===== src/rtl/sync_fifo_ctrl.sv =====
// Single-clock FIFO controller that sequences a dual-port SRAM (wrclk = rdclk = clk).
// Optional sticky overflow/underflow flags are built when SYNC_FIFO_ERR_EN is defined.
module sync_fifo_ctrl #(
    parameter int FIFO_PTR   = 10,
    parameter int AFULL_LVL  = (2**FIFO_PTR) - 2,
    parameter int AEMPTY_LVL = 2
) (
    input  logic                clk,
    input  logic                rst,
    input  logic                push,
    input  logic                pop,
    output logic                wren,
    output logic [FIFO_PTR-1:0] wrptr,
    output logic                rden,
    output logic [FIFO_PTR-1:0] rdptr,
    output logic                rd_valid,
    output logic                full,
    output logic                empty,
    output logic                almost_full,
    output logic                almost_empty,
    output logic [FIFO_PTR:0]   count,
    input  logic                err_clr,
    output logic                overflow,
    output logic                underflow
);

    localparam logic [FIFO_PTR:0]   DEPTH_C  = {1'b1, {FIFO_PTR{1'b0}}};
    localparam logic [FIFO_PTR:0]   AFULL_C  = AFULL_LVL[FIFO_PTR:0];
    localparam logic [FIFO_PTR:0]   AEMPTY_C = AEMPTY_LVL[FIFO_PTR:0];
    localparam logic [FIFO_PTR:0]   CNT_ONE  = {{FIFO_PTR{1'b0}}, 1'b1};
    localparam logic [FIFO_PTR-1:0] PTR_ONE  = CNT_ONE[FIFO_PTR-1:0];

    logic [FIFO_PTR-1:0] wrptr_q, wrptr_d;
    logic [FIFO_PTR-1:0] rdptr_q, rdptr_d;
    logic [FIFO_PTR:0]   count_q, count_d;
    logic                rd_valid_q;
    logic                full_q, empty_q, afull_q, aempty_q;

    always_comb begin
        // Accept decisions use only registered flags: no write-through when full, no bypass when empty.
        wren    = push & ~full_q;
        rden    = pop & ~empty_q;
        wrptr_d = wren ? wrptr_q + PTR_ONE : wrptr_q;
        rdptr_d = rden ? rdptr_q + PTR_ONE : rdptr_q;
        count_d = count_q;
        if (wren && !rden) begin
            count_d = count_q + CNT_ONE;
        end else if (!wren && rden) begin
            count_d = count_q - CNT_ONE;
        end
    end

    always_ff @(posedge clk or posedge rst) begin
        if (rst) begin
            wrptr_q    <= '0;
            rdptr_q    <= '0;
            count_q    <= '0;
            rd_valid_q <= 1'b0;
            full_q     <= 1'b0;
            empty_q    <= 1'b1;
            afull_q    <= 1'b0;
            aempty_q   <= 1'b1;
        end else begin
            wrptr_q    <= wrptr_d;
            rdptr_q    <= rdptr_d;
            count_q    <= count_d;
            rd_valid_q <= rden;
            full_q     <= (count_d == DEPTH_C);
            empty_q    <= (count_d == '0);
            afull_q    <= (count_d >= AFULL_C);
            aempty_q   <= (count_d <= AEMPTY_C);
        end
    end

    assign wrptr        = wrptr_q;
    assign rdptr        = rdptr_q;
    assign count        = count_q;
    assign rd_valid     = rd_valid_q;
    assign full         = full_q;
    assign empty        = empty_q;
    assign almost_full  = afull_q;
    assign almost_empty = aempty_q;

`ifdef SYNC_FIFO_ERR_EN
    logic overflow_q, overflow_d;
    logic underflow_q, underflow_d;

    // A new error in the same cycle as err_clr wins, so the flag stays set.
    always_comb begin
        overflow_d  = (overflow_q & ~err_clr) | (push & full_q);
        underflow_d = (underflow_q & ~err_clr) | (pop & empty_q);
    end

    always_ff @(posedge clk or posedge rst) begin
        if (rst) begin
            overflow_q  <= 1'b0;
            underflow_q <= 1'b0;
        end else begin
            overflow_q  <= overflow_d;
            underflow_q <= underflow_d;
        end
    end

    assign overflow  = overflow_q;
    assign underflow = underflow_q;
`else
    logic unused_err_clr;
    assign unused_err_clr = err_clr;
    assign overflow       = 1'b0;
    assign underflow      = 1'b0;
`endif

endmodule


===== config.mk =====
export PLATFORM = sky130hd
export DESIGN_NAME = sync_fifo_ctrl
export DESIGN_NICKNAME = d
export VERILOG_FILES = /design/src/rtl/sync_fifo_ctrl.sv
export SDC_FILE = /design/constraint.sdc
export NUM_CORES = 1
export LEC_CHECK = 0
export CAP_MARGIN = 30
export CORE_MARGIN = 3
export CORE_UTILIZATION = 45
export DETAILED_ROUTE_END_ITERATION = 8
export HOLD_SLACK_MARGIN = 0.05
export PLACE_DENSITY = 0.8
export SYNTH_ARGS = -nofsm -noshare
export SYNTH_HDL_FRONTEND = slang
export SYNTH_SLANG_ARGS = --single-unit
export TNS_END_PERCENT = 100

===== constraint.sdc =====
create_clock -name clk -period 6.1 [get_ports clk]
set_input_delay 1.83 -clock clk [delete_from_list [all_inputs] [get_ports clk]]
set_output_delay 1.83 -clock clk [all_outputs]
set_load 0.01 [all_outputs]

* Word-level counts from Yosys, hierarchy flattened *
Index checks and enable logic that the tools add are counted.

word-level totals
  output and inout port bits = 40
  register bits = 36
  logic and storage cells = 26
  bits of input ports = 5

operators by class
  $lt $le $gt $ge = 2
  add/sub/neg operators = 4
  reduce and logical (&&, ||, !) cells = 5
  bitwise logic cells = 4
  eq/ne operators = 1
  muxes and demuxes = 2

operator list
  operator               count
  $mux 11                2
  $add 10x1->10 const B  2
  $add 11x1->11 const B  1
  $eq 11x11->1 const B   1
  $ge 11x10->1 const B   1
  $le 11x2->1 const B    1
  $logic_not 11->1       1
  $sub 11x1->11 const B  1
  $and 1x1->1            2
  $logic_and 1x1->1      2
  $logic_not 1->1        2
  $not 1->1              2

* Longest topological paths before layout *
Gate-level depths: netlist of run 1.

  depth after elaboration = 7
  depth in mapped cells = 9

* Worst setup path before layout of run 1 *
No wires, ideal clock.

  path kind = input to output
  from = input push
  to = output wren
  path buffers = 2
  stages = 4
  setup slack = 2.100 ns
  data arrival time = 2.170 ns
  path through = nand2b_4 > buf_6 > inv_2 > buf_6

between the ends
  longest elaborated chain between the ends = 1

ends and longest elaborated chain
  what                line  text
  start: declaration  10    input logic push,
  $and 1x1->1         41    wren = push & ~full_q;
  end: declaration    12    output logic wren,

No other way between the ends.

* Worst setup path after layout of run 1 *
Ends and elaborated chain as after synthesis.

==> flow_summary_export.csv, run 1 <==
group,metric,value,unit
timing,hold_viol,0,
finish,drive_gt1_frac,0.1100,
clock_network,clock-sinks,36,
floorplanning,die_h,70.28,µm
timing,slew_violations,0,
worst_setup_path,cp.arrival,3.20,ns
floorplanning,rows,22,
yosys,yosys-top-cells-area,"dfrtp_1 46%, xnor2_1 9.9%, nand2_1 4.0%",
finish,area.growth.synth_to_final,25.30,%
yosys,synth_xor_area_frac,0.1319,
timing,fin_crit,5.034,ns
yosys,ys_types,43,
yosys,yosysTopAreaCellShare,0.4576,
clock_network,clkLatencyLatePin,0.28,ns
worst_setup_path,worstPathMaxFanout,11,
timing,tightest_slew,0.6267,ns
worst_setup_path,reg2reg_from,"count[4]$_DFF_PP0_",
drt,route.detailed.wl_per_inst,14.42,µm
placement,gp_congestion,0.7630,
yosys,synth-edff-count,0,
pwr,total_power,1067,µW
pwr,vdd_drop_max,0.2640,mV
clock_network,hold_buffers,0,
worst_setup_path,critPathKind,"primary input to output pin",
yosys,async_flop_share,1.000,
worst_hold_path,hold_end,"wrptr[9]$_DFFE_PP0P_",
yosys,synthAdderAreaFrac,0.02692,
drt,firstDrtPassIters,4,
floorplanning,dieArea,0.004939,mm²
timing,rsz0062_at_grt,"false",
drt,drt_drc_violations_left,0,
clock_network,cts_resized,0,
global_route,grt_pass1_wl,6258,µm
yosys,yosysSeqAreaShare,0.4859,
worst_setup_path,critPathLaunchType,"primary input",
yosys,syn_area,0.001859,mm²
drt,wirelength_met1,1662,µm
drt,routed_wl,3706,µm
yosys,ys.flop_type,"dfrtp_1",
placement,postPlaceCellArea,0.002252,mm²
floorplanning,fp.dieW,70.28,µm
yosys,netlist_instances,169,
drt,highest_layer,"met4",
drt,ant_nets,0,
worst_setup_path,timing.rr.end,"almost_empty$_DFF_PP1_",
finish,final_area,0.002330,mm²
floorplanning,core,0.003826,mm²
finish,nets,218,
placement,io_buffers,41,
pwr,leakagePower,0.0009881,µW
yosys,yosysWarnings,0,
drt,wl_met3,237,µm
placement,dp.cells,250,
timing,fin_tns_setup,0,ns
yosys,synthMuxAreaShare,0,
clock_network,cts_made_buffers,5,
drt,routed-via-count,1368,
clock_network,post_cts_buffers,0,
clock_network,path_clk_slew,0.07,ns
worst_hold_path,hp-class,"flip-flop to flip-flop",
global_route,grt_max_degree,37,
flow_run,cap_violations,0,
drt,wl_met2,1724,µm
finish,utilization,0.6089,
timing,finalSetupViolCount,0,
placement,place_hpwl,2660,µm
worst_setup_path,rr_worst_depth,6,
timing,clock.fmax,198.6,MHz
yosys,syn_area_per_cell,11.00,µm²
yosys,synth_compound_area_frac,0.07941,
worst_setup_path,cp-end-kind,"output pin",
yosys,synthSimpleGateAreaFrac,0.2066,
timing,period_share,0.8253,
drt,drt-vias-per-instance,5.323,
outcome,status,"finished clean",
global_route,antenna_found_initial,0,
yosys,synth_top_family_by_area,"simple AND/OR/NAND/NOR gates",
global_route,grt_pass1_vias,1376,
finish,n_antenna_cell,0,
floorplanning,pin_count,45,
clock_network,cts_tree,"yes",
floorplanning,initial_core_util,0.4859,
clock_network,clock_tree.root_cell,"clkbuf_8",
worst_setup_path,rrSetupSlack,3.60,ns
global_route,grt-ovfl-total,0,
pwr,power_per_cell_area,458.0,mW/mm²
worst_setup_path,cp_data_required_time,4.27,ns
drt,drt_iter0_drc,68,
yosys,ys_ff_latch,36,
clock_network,htreeDepth,2,
global_route,grt_use_total,0.1582,
timing,maxSlewHeadroom,0.5783,
timing,clock_skew,0.001988,ns
clock_network,clockBufferDepth,2,
finish,layoutNonFillerInstCount,257,
yosys,yosys.area.top_type,"dfrtp_1",
worst_hold_path,min_path_cells,1,
worst_hold_path,hold_start,"wrptr[9]$_DFFE_PP0P_",
-- synth_stat cells (2+ instances only) --
| cell | count |
|---|---|
| buf_6 | 4 |
| nand3_1 | 4 |
| or4_4 | 2 |
| nor3_1 | 3 |
| a21oi_1 | 2 |
| ha_1 | 4 |
| nand4_1 | 10 |
| nor2_1 | 12 |
| nand2b_4 | 2 |
| buf_4 | 2 |
| and4_1 | 3 |
| inv_1 | 7 |
| nor4_1 | 3 |
| xnor2_1 | 21 |
| nand2_1 | 20 |
| o22ai_1 | 2 |
| o21ai_0 | 2 |
| dfrtp_1 | 34 |
| xor2_1 | 7 |
| dfstp_2 | 2 |
-- metrics by stage --
stage,hold slack [ns],worst slack (ns)
floorplan,0.5067,2.100
CTS,0.4850,1.060
finish,0.4809,1.066
global placement,0.4610,1.068
detailed placement,0.4762,1.061
global route,0.5090,1.021
-- layer usage --
metal  global-route usage  up-vias
li1                     -      655
met3              0.04604       10
met5                    0        -
met4              0.06809        0
met1               0.2055      654
met2               0.2443       49
-- state kept, by name (all words and copies together), names as in the netlist --
signal / count
count: 11
almost_full: 1
empty: 1
rdptr: 10
full: 1
rd_valid: 1
almost_empty: 1
wrptr: 10
-- layout by cell type (no fill, tap or decap), types with 3 or more instances in the layout --
master,count
clkbuf_8,5
nor2_1,12
and4_1,3
nor3_1,3
inv_1,7
nand4_1,10
xor2_1,7
nand3_1,4
nor4_1,3
xnor2_1,21
clkdlybuf4s50_1,41
dfrtp_1,34
nand2_1,20
ha_1,4
-- power by group --
group / total [µW] / switching (µW) / internal [µW]
combinational: 470 / 218 / 251
sequential: 440 / 120 / 320
clock: 157 / 79.8 / 77.6
total: 1070 / 418 / 649
-- cell families after synthesis --
| family | count (synthesis) |
|---|---|
| and+or+nand+nor | 66 |
| adders and majority gates | 4 |
| buffers and inverters | 19 |
| DFF | 36 |
| AOI/OAI and AO/OA | 15 |
| other | 1 |
| xor gates and xnor gates | 28 |
-- area by class of cell --
cell class / count / area (µm²)
clock inverter: 1 / 5.005
clock buffer: 6 / 72.57
tap: 48 / 60.06
fill: 324 / 1496
multi-input combinational: 115 / 834.6
timing repair buffer: 42 / 417.9
sequential: 36 / 903.4
inverter: 9 / 36.28
-- worst max path at each step --
stage | endpoint | slack, ns | from
after detailed placement | wren | 1.06 | push
after CTS | wren | 1.06 | push
final | wren | 1.07 | push
after global routing | wren | 1.02 | push
after floorplan | wren | 2.10 | push
after global placement | wren | 1.07 | push
-- critical path, cell delays in order --
cell             delay (ns)
clkdlybuf4s50_1        0.50
nand2b_4               0.12
inv_2                  0.18
clkdlybuf4s50_1        0.57
No activity file was read; power rests on OpenSTA's default activity.
==> inputs of run 2 (changes only) <==
==> constraint.sdc (replaced) <==
create_clock -name clk -period 4.73 [get_ports clk]
set_input_delay 1.419 -clock clk [delete_from_list [all_inputs] [get_ports clk]]
set_output_delay 1.419 -clock clk [all_outputs]
set_load 0.01 [all_outputs]
==> flow_summary_export.csv, run 2 (synthesis results as in run 1) <==
group,metric,value,unit
floorplanning,pin_count,45,
pwr,p_int,894.7,µW
timing,rsz0062_at_grt,"false",
drt,ant_nets,0,
worst_setup_path,cp-end-kind,"output pin",
placement,place_hpwl,2644,µm
clock_network,path_clk_slew,0.07,ns
clock_network,post_cts_buffers,0,
timing,period_share,0.8891,
finish,largest_register_ffs,11,
pwr,power_switching,541.3,µW
clock_network,clockBufferDepth,2,
pwr,pwr-share-seq,0.397,
global_route,grt_use_total,0.1576,
floorplanning,rows,22,
drt,firstDrtPassIters,4,
finish,n_antenna_cell,0,
timing,slew_violations,0,
timing,tightest_slew,0.6086,ns
timing,clock_skew,0.003491,ns
timing,maxSlewHeadroom,0.5914,
floorplanning,dieArea,0.004939,mm²
clock_network,htreeDepth,2,
outcome,status,"finished clean",
finish,mostFrequentLayoutCells,"41 x clkdlybuf4s50_1, 34 x dfrtp_1, 21 x xnor2_1",
clock_network,clock_tree.root_cell,"clkbuf_8",
clock_network,cts_made_buffers,5,
finish,final_common_cell,"clkdlybuf4s50_1",
timing,finalSetupViolCount,0,
finish,layoutNonFillerInstCount,259,
worst_setup_path,critPathKind,"primary input to output pin",
global_route,grt-ovfl-total,0,
worst_setup_path,critPathLaunchType,"primary input",
clock_network,cts_resized,0,
drt,drt_drc_violations_left,0,
floorplanning,fp.dieW,70.28,µm
timing,hold_viol,0,
clock_network,hold_buffers,0,
floorplanning,initial_core_util,0.4859,
finish,utilization,0.6239,
drt,routed_wl,3621,µm
worst_setup_path,cp_data_required_time,3.31,ns
drt,drt_iter0_drc,50,
worst_setup_path,cp.arrival,2.79,ns
timing,fin_crit,4.205,ns
clock_network,clock-sinks,36,
pwr,pwr-share-comb,0.420,
placement,dp.cells,250,
global_route,grt_max_degree,27,
pwr,leakagePower,0.001015,µW
global_route,grt_pass1_vias,1307,
clock_network,clkLatencyLatePin,0.29,ns
pwr,vdd_drop_max,0.3400,mV
clock_network,cts_tree,"yes",
drt,route.detailed.wl_per_inst,13.98,µm
floorplanning,core,0.003826,mm²
global_route,grt_pass1_wl,6134,µm
timing,clock.fmax,237.8,MHz
floorplanning,die_h,70.28,µm
worst_hold_path,hp-class,"flip-flop to flip-flop",
placement,gp_congestion,0.7554,
finish,nets,219,
placement,io_buffers,41,
worst_setup_path,worstPathMaxFanout,11,
drt,drt-vias-per-instance,5.274,
finish,area.growth.synth_to_final,28.40,%
pwr,swShare,0.3770,
timing,fin_tns_setup,0,ns
finish,drive_gt1_frac,0.1185,
pwr,pwr-share-clk,0.183,
global_route,antenna_found_initial,0,
drt,routed-via-count,1366,
flow_run,cap_violations,0,
pwr,power_per_cell_area,601.5,mW/mm²
-- run 2: changes by cell type in the layout (fill, tap and decap cells not counted) --
cell       change
bufinv_16      +1
buf_16         +1
-- run 2: power by group through the flow --
stage          clock, µW  combinational [µW]  sequential (µW)
6_report             263                 603              570
5_1_grt              286                 658              593
4_1_cts              271                 606              570
3_5_place_dp           0                 602              572
3_3_place_gp           0                 584              570
2_1_floorplan          0                 335              570
-- run 2: path summary, 6_finish.rpt --
check                                     startpoint                      to  slack [ns]  cells past startpoint
worst max register to register    count[1]$_DFF_PP0_  almost_empty$_DFF_PP1_        2.27                      6
worst min-delay path            rdptr[9]$_DFFE_PP0P_    rdptr[9]$_DFFE_PP0P_        0.47                      1
worst max-delay path                            push                    wren        0.52                      4
min in group asynchronous                        rst    wrptr[8]$_DFFE_PP0P_        1.32                      2
max in group asynchronous                        rst      count[2]$_DFF_PP0_        2.84                      4
worst min register to register  rdptr[9]$_DFFE_PP0P_    rdptr[9]$_DFFE_PP0P_        0.47                      1
-- run 2: final cells by class --
class	count	area, µm²
Fill cell	316	1439
Timing Repair Buffer	43	445.4
Clock inverter	2	35.03
Clock buffer	6	72.57
Multi-Input combinational cell	115	834.6
Sequential cell	36	903.4
Tap cell	48	60.06
Inverter	9	36.28
-- run 2: worst max-delay path: stages --
cell,delay (ns)
clkdlybuf4s50_1,0.50
nand2b_4,0.11
inv_2,0.18
clkdlybuf4s50_1,0.57
-- run 2: routing by layer --
layer | GRT usage | vias up | share of wire
met3 | 0.06331 | 7 | 0.064
met2 | 0.2266 | 46 | 0.45
met1 | 0.2164 | 651 | 0.48
li1 | - | 662 | -
met4 | 0.04894 | 0 | 0.012
met5 | 0 | - | 0
-- run 2: per-stage QoR --
step           setup WS (ns)  hold WS [ns]  cell area (µm²)  total power, µW
6_report              0.5246        0.4733             2387             1436
5_1_grt               0.4858        0.5170             2387             1537
4_1_cts               0.5176        0.4765             2360             1446
3_5_place_dp          0.5180        0.4624             2252             1175
3_3_place_gp          0.5207        0.4606             2252             1155
2_1_floorplan          1.552        0.5067             1863            905.4
==> inputs of run 3 (changes only) <==
--- a/config.mk
+++ b/config.mk
@@ -6,10 +6,11 @@
 export NUM_CORES = 1
 export LEC_CHECK = 0
 export CAP_MARGIN = 30
-export CORE_MARGIN = 3
+export CORE_MARGIN = 1.5
 export CORE_UTILIZATION = 45
 export DETAILED_ROUTE_END_ITERATION = 8
 export HOLD_SLACK_MARGIN = 0.05
+export MAX_ROUTING_LAYER = met4
 export PLACE_DENSITY = 0.8
 export SYNTH_ARGS = -nofsm -noshare
 export SYNTH_HDL_FRONTEND = slang
==> flow_summary_export.csv, run 3 (synthesis results as in run 1) <==
group,metric,value,unit
outcome,status,"finished clean",
worst_setup_path,cp-end-kind,"output pin",
drt,routed_wl,3765,µm
drt,drt-vias-per-instance,5.314,
worst_setup_path,cp_data_required_time,3.31,ns
clock_network,htreeDepth,2,
clock_network,clock-sinks,36,
global_route,grt-ovfl-total,0,
timing,tightest_slew,0.5696,ns
floorplanning,rows,23,
finish,layoutNonFillerInstCount,261,
drt,drt_drc_violations_left,0,
worst_setup_path,cp.arrival,2.80,ns
clock_network,cts_resized,0,
pwr,power_per_cell_area,592.3,mW/mm²
finish,final_area,0.002360,mm²
placement,gp_congestion,0.8766,
clock_network,clock_tree.root_cell,"clkbuf_8",
pwr,pwr-share-comb,0.429,
timing,finalSetupViolCount,0,
timing,hold_viol,0,
pwr,leakagePower,0.0009999,µW
floorplanning,core,0.004000,mm²
finish,drive_gt1_frac,0.1137,
placement,postPlaceCellArea,0.002270,mm²
flow_run,cap_violations,0,
clock_network,cts_tree,"yes",
timing,slew_violations,0,
worst_hold_path,hp-class,"flip-flop to flip-flop",
pwr,swShare,0.3884,
clock_network,post_cts_buffers,0,
drt,firstDrtPassIters,4,
floorplanning,fp.dieW,67.28,µm
drt,drt_iter0_drc,73,
clock_network,clkLatencyLatePin,0.28,ns
clock_network,path_clk_slew,0.07,ns
clock_network,cts_made_buffers,5,
finish,mostFrequentLayoutCells,"41 x clkdlybuf4s50_1, 34 x dfrtp_1, 21 x xnor2_1",
worst_setup_path,critPathKind,"primary input to output pin",
floorplanning,pin_count,45,
clock_network,hold_buffers,0,
finish,largest_register_ffs,11,
clock_network,clockBufferDepth,2,
pwr,total_power,1398,µW
placement,place_hpwl,2771,µm
floorplanning,dieArea,0.004527,mm²
timing,rsz0062_at_grt,"false",
finish,nets,219,
pwr,p_int,854.9,µW
worst_setup_path,critPathLaunchType,"primary input",
timing,fin_crit,4.224,ns
drt,routed-via-count,1387,
global_route,grt_pass1_vias,1315,
drt,route.detailed.wl_per_inst,14.43,µm
pwr,pwr-share-seq,0.410,
global_route,grt_use_total,0.1953,
timing,fin_tns_setup,0,ns
placement,io_buffers,41,
floorplanning,die_h,67.28,µm
finish,n_antenna_cell,0,
global_route,antenna_found_initial,0,
floorplanning,initial_core_util,0.4648,
timing,clock.fmax,236.8,MHz
finish,final_common_cell,"clkdlybuf4s50_1",
drt,ant_nets,0,
timing,maxSlewHeadroom,0.6199,
pwr,pwr-share-clk,0.160,
timing,period_share,0.8930,
pwr,vdd_drop_max,0.3320,mV
finish,area.growth.synth_to_final,26.92,%
worst_setup_path,worstPathMaxFanout,11,
global_route,grt_pass1_wl,6237,µm
timing,clock_skew,0.003430,ns
placement,dp.cells,253,
pwr,power_switching,542.8,µW
global_route,grt_max_degree,15,
==> run 3: cell types whose count changed in the layout (fill, tap and decap cells not counted) <==
cell       previous run  this run
clkbuf_1              1         2
buf_8                 0         1
buf_16                1         0
clkbuf_8              5         6
bufinv_16             1         0
clkinv_2              1         0
==> run 3: cell type report <==
class,count,area [µm²]
Multi-Input combinational cell,115,834.6
Tap cell,50,62.56
Timing Repair Buffer,43,432.9
Inverter,9,36.28
Clock buffer,8,90.09
Sequential cell,36,903.4
Fill cell,355,1640
==> run 3: final timing paths <==
kind / start / to / cells after the start / slack [ns]
max reg2reg: count[1]$_DFF_PP0_ / almost_empty$_DFF_PP1_ / 6 / 2.23
max in group asynchronous: rst / empty$_DFF_PP1_ / 3 / 2.66
min: rdptr[9]$_DFFE_PP0P_ / rdptr[9]$_DFFE_PP0P_ / 1 / 0.48
max: push / wren / 4 / 0.51
min reg2reg: rdptr[9]$_DFFE_PP0P_ / rdptr[9]$_DFFE_PP0P_ / 1 / 0.48
min in group asynchronous: rst / rd_valid$_DFF_PP0_ / 2 / 1.49
==> run 3: stage by stage <==
step / worst slack, ns / util / hold WS [ns]
after detailed placement: 0.5222 / 0.5674 / 0.4698
after CTS: 0.5132 / 0.5899 / 0.4792
after global placement: 0.5278 / 0.5637 / 0.4594
final: 0.5062 / 0.5899 / 0.4781
after floorplan: 1.552 / - / 0.5067
after global routing: 0.4508 / 0.5899 / 0.5044
==> run 3: layer usage <==
metal  wire length [µm]  up-vias  track usage
met5                  0        -            -
met3                208        5      0.04500
met2               1881       45       0.3168
met4                 63        0      0.09184
li1                   -      656            -
met1               1611      681       0.2298
==> run 3: power by group through the flow <==
| stage | registers (µW) | clock network, µW | logic, µW |
|---|---|---|---|
| detailed placement | 576 | 0 | 600 |
| global placement | 572 | 0 | 583 |
| global route | 594 | 245 | 651 |
| CTS | 572 | 231 | 605 |
| finish | 574 | 224 | 600 |
| floorplan | 570 | 0 | 335 |
==> run 3: critical path, cell delays in order <==
cell	delay (ns)
clkdlybuf4s50_1	0.50
nand2b_4	0.12
inv_2	0.18
clkdlybuf4s50_1	0.58
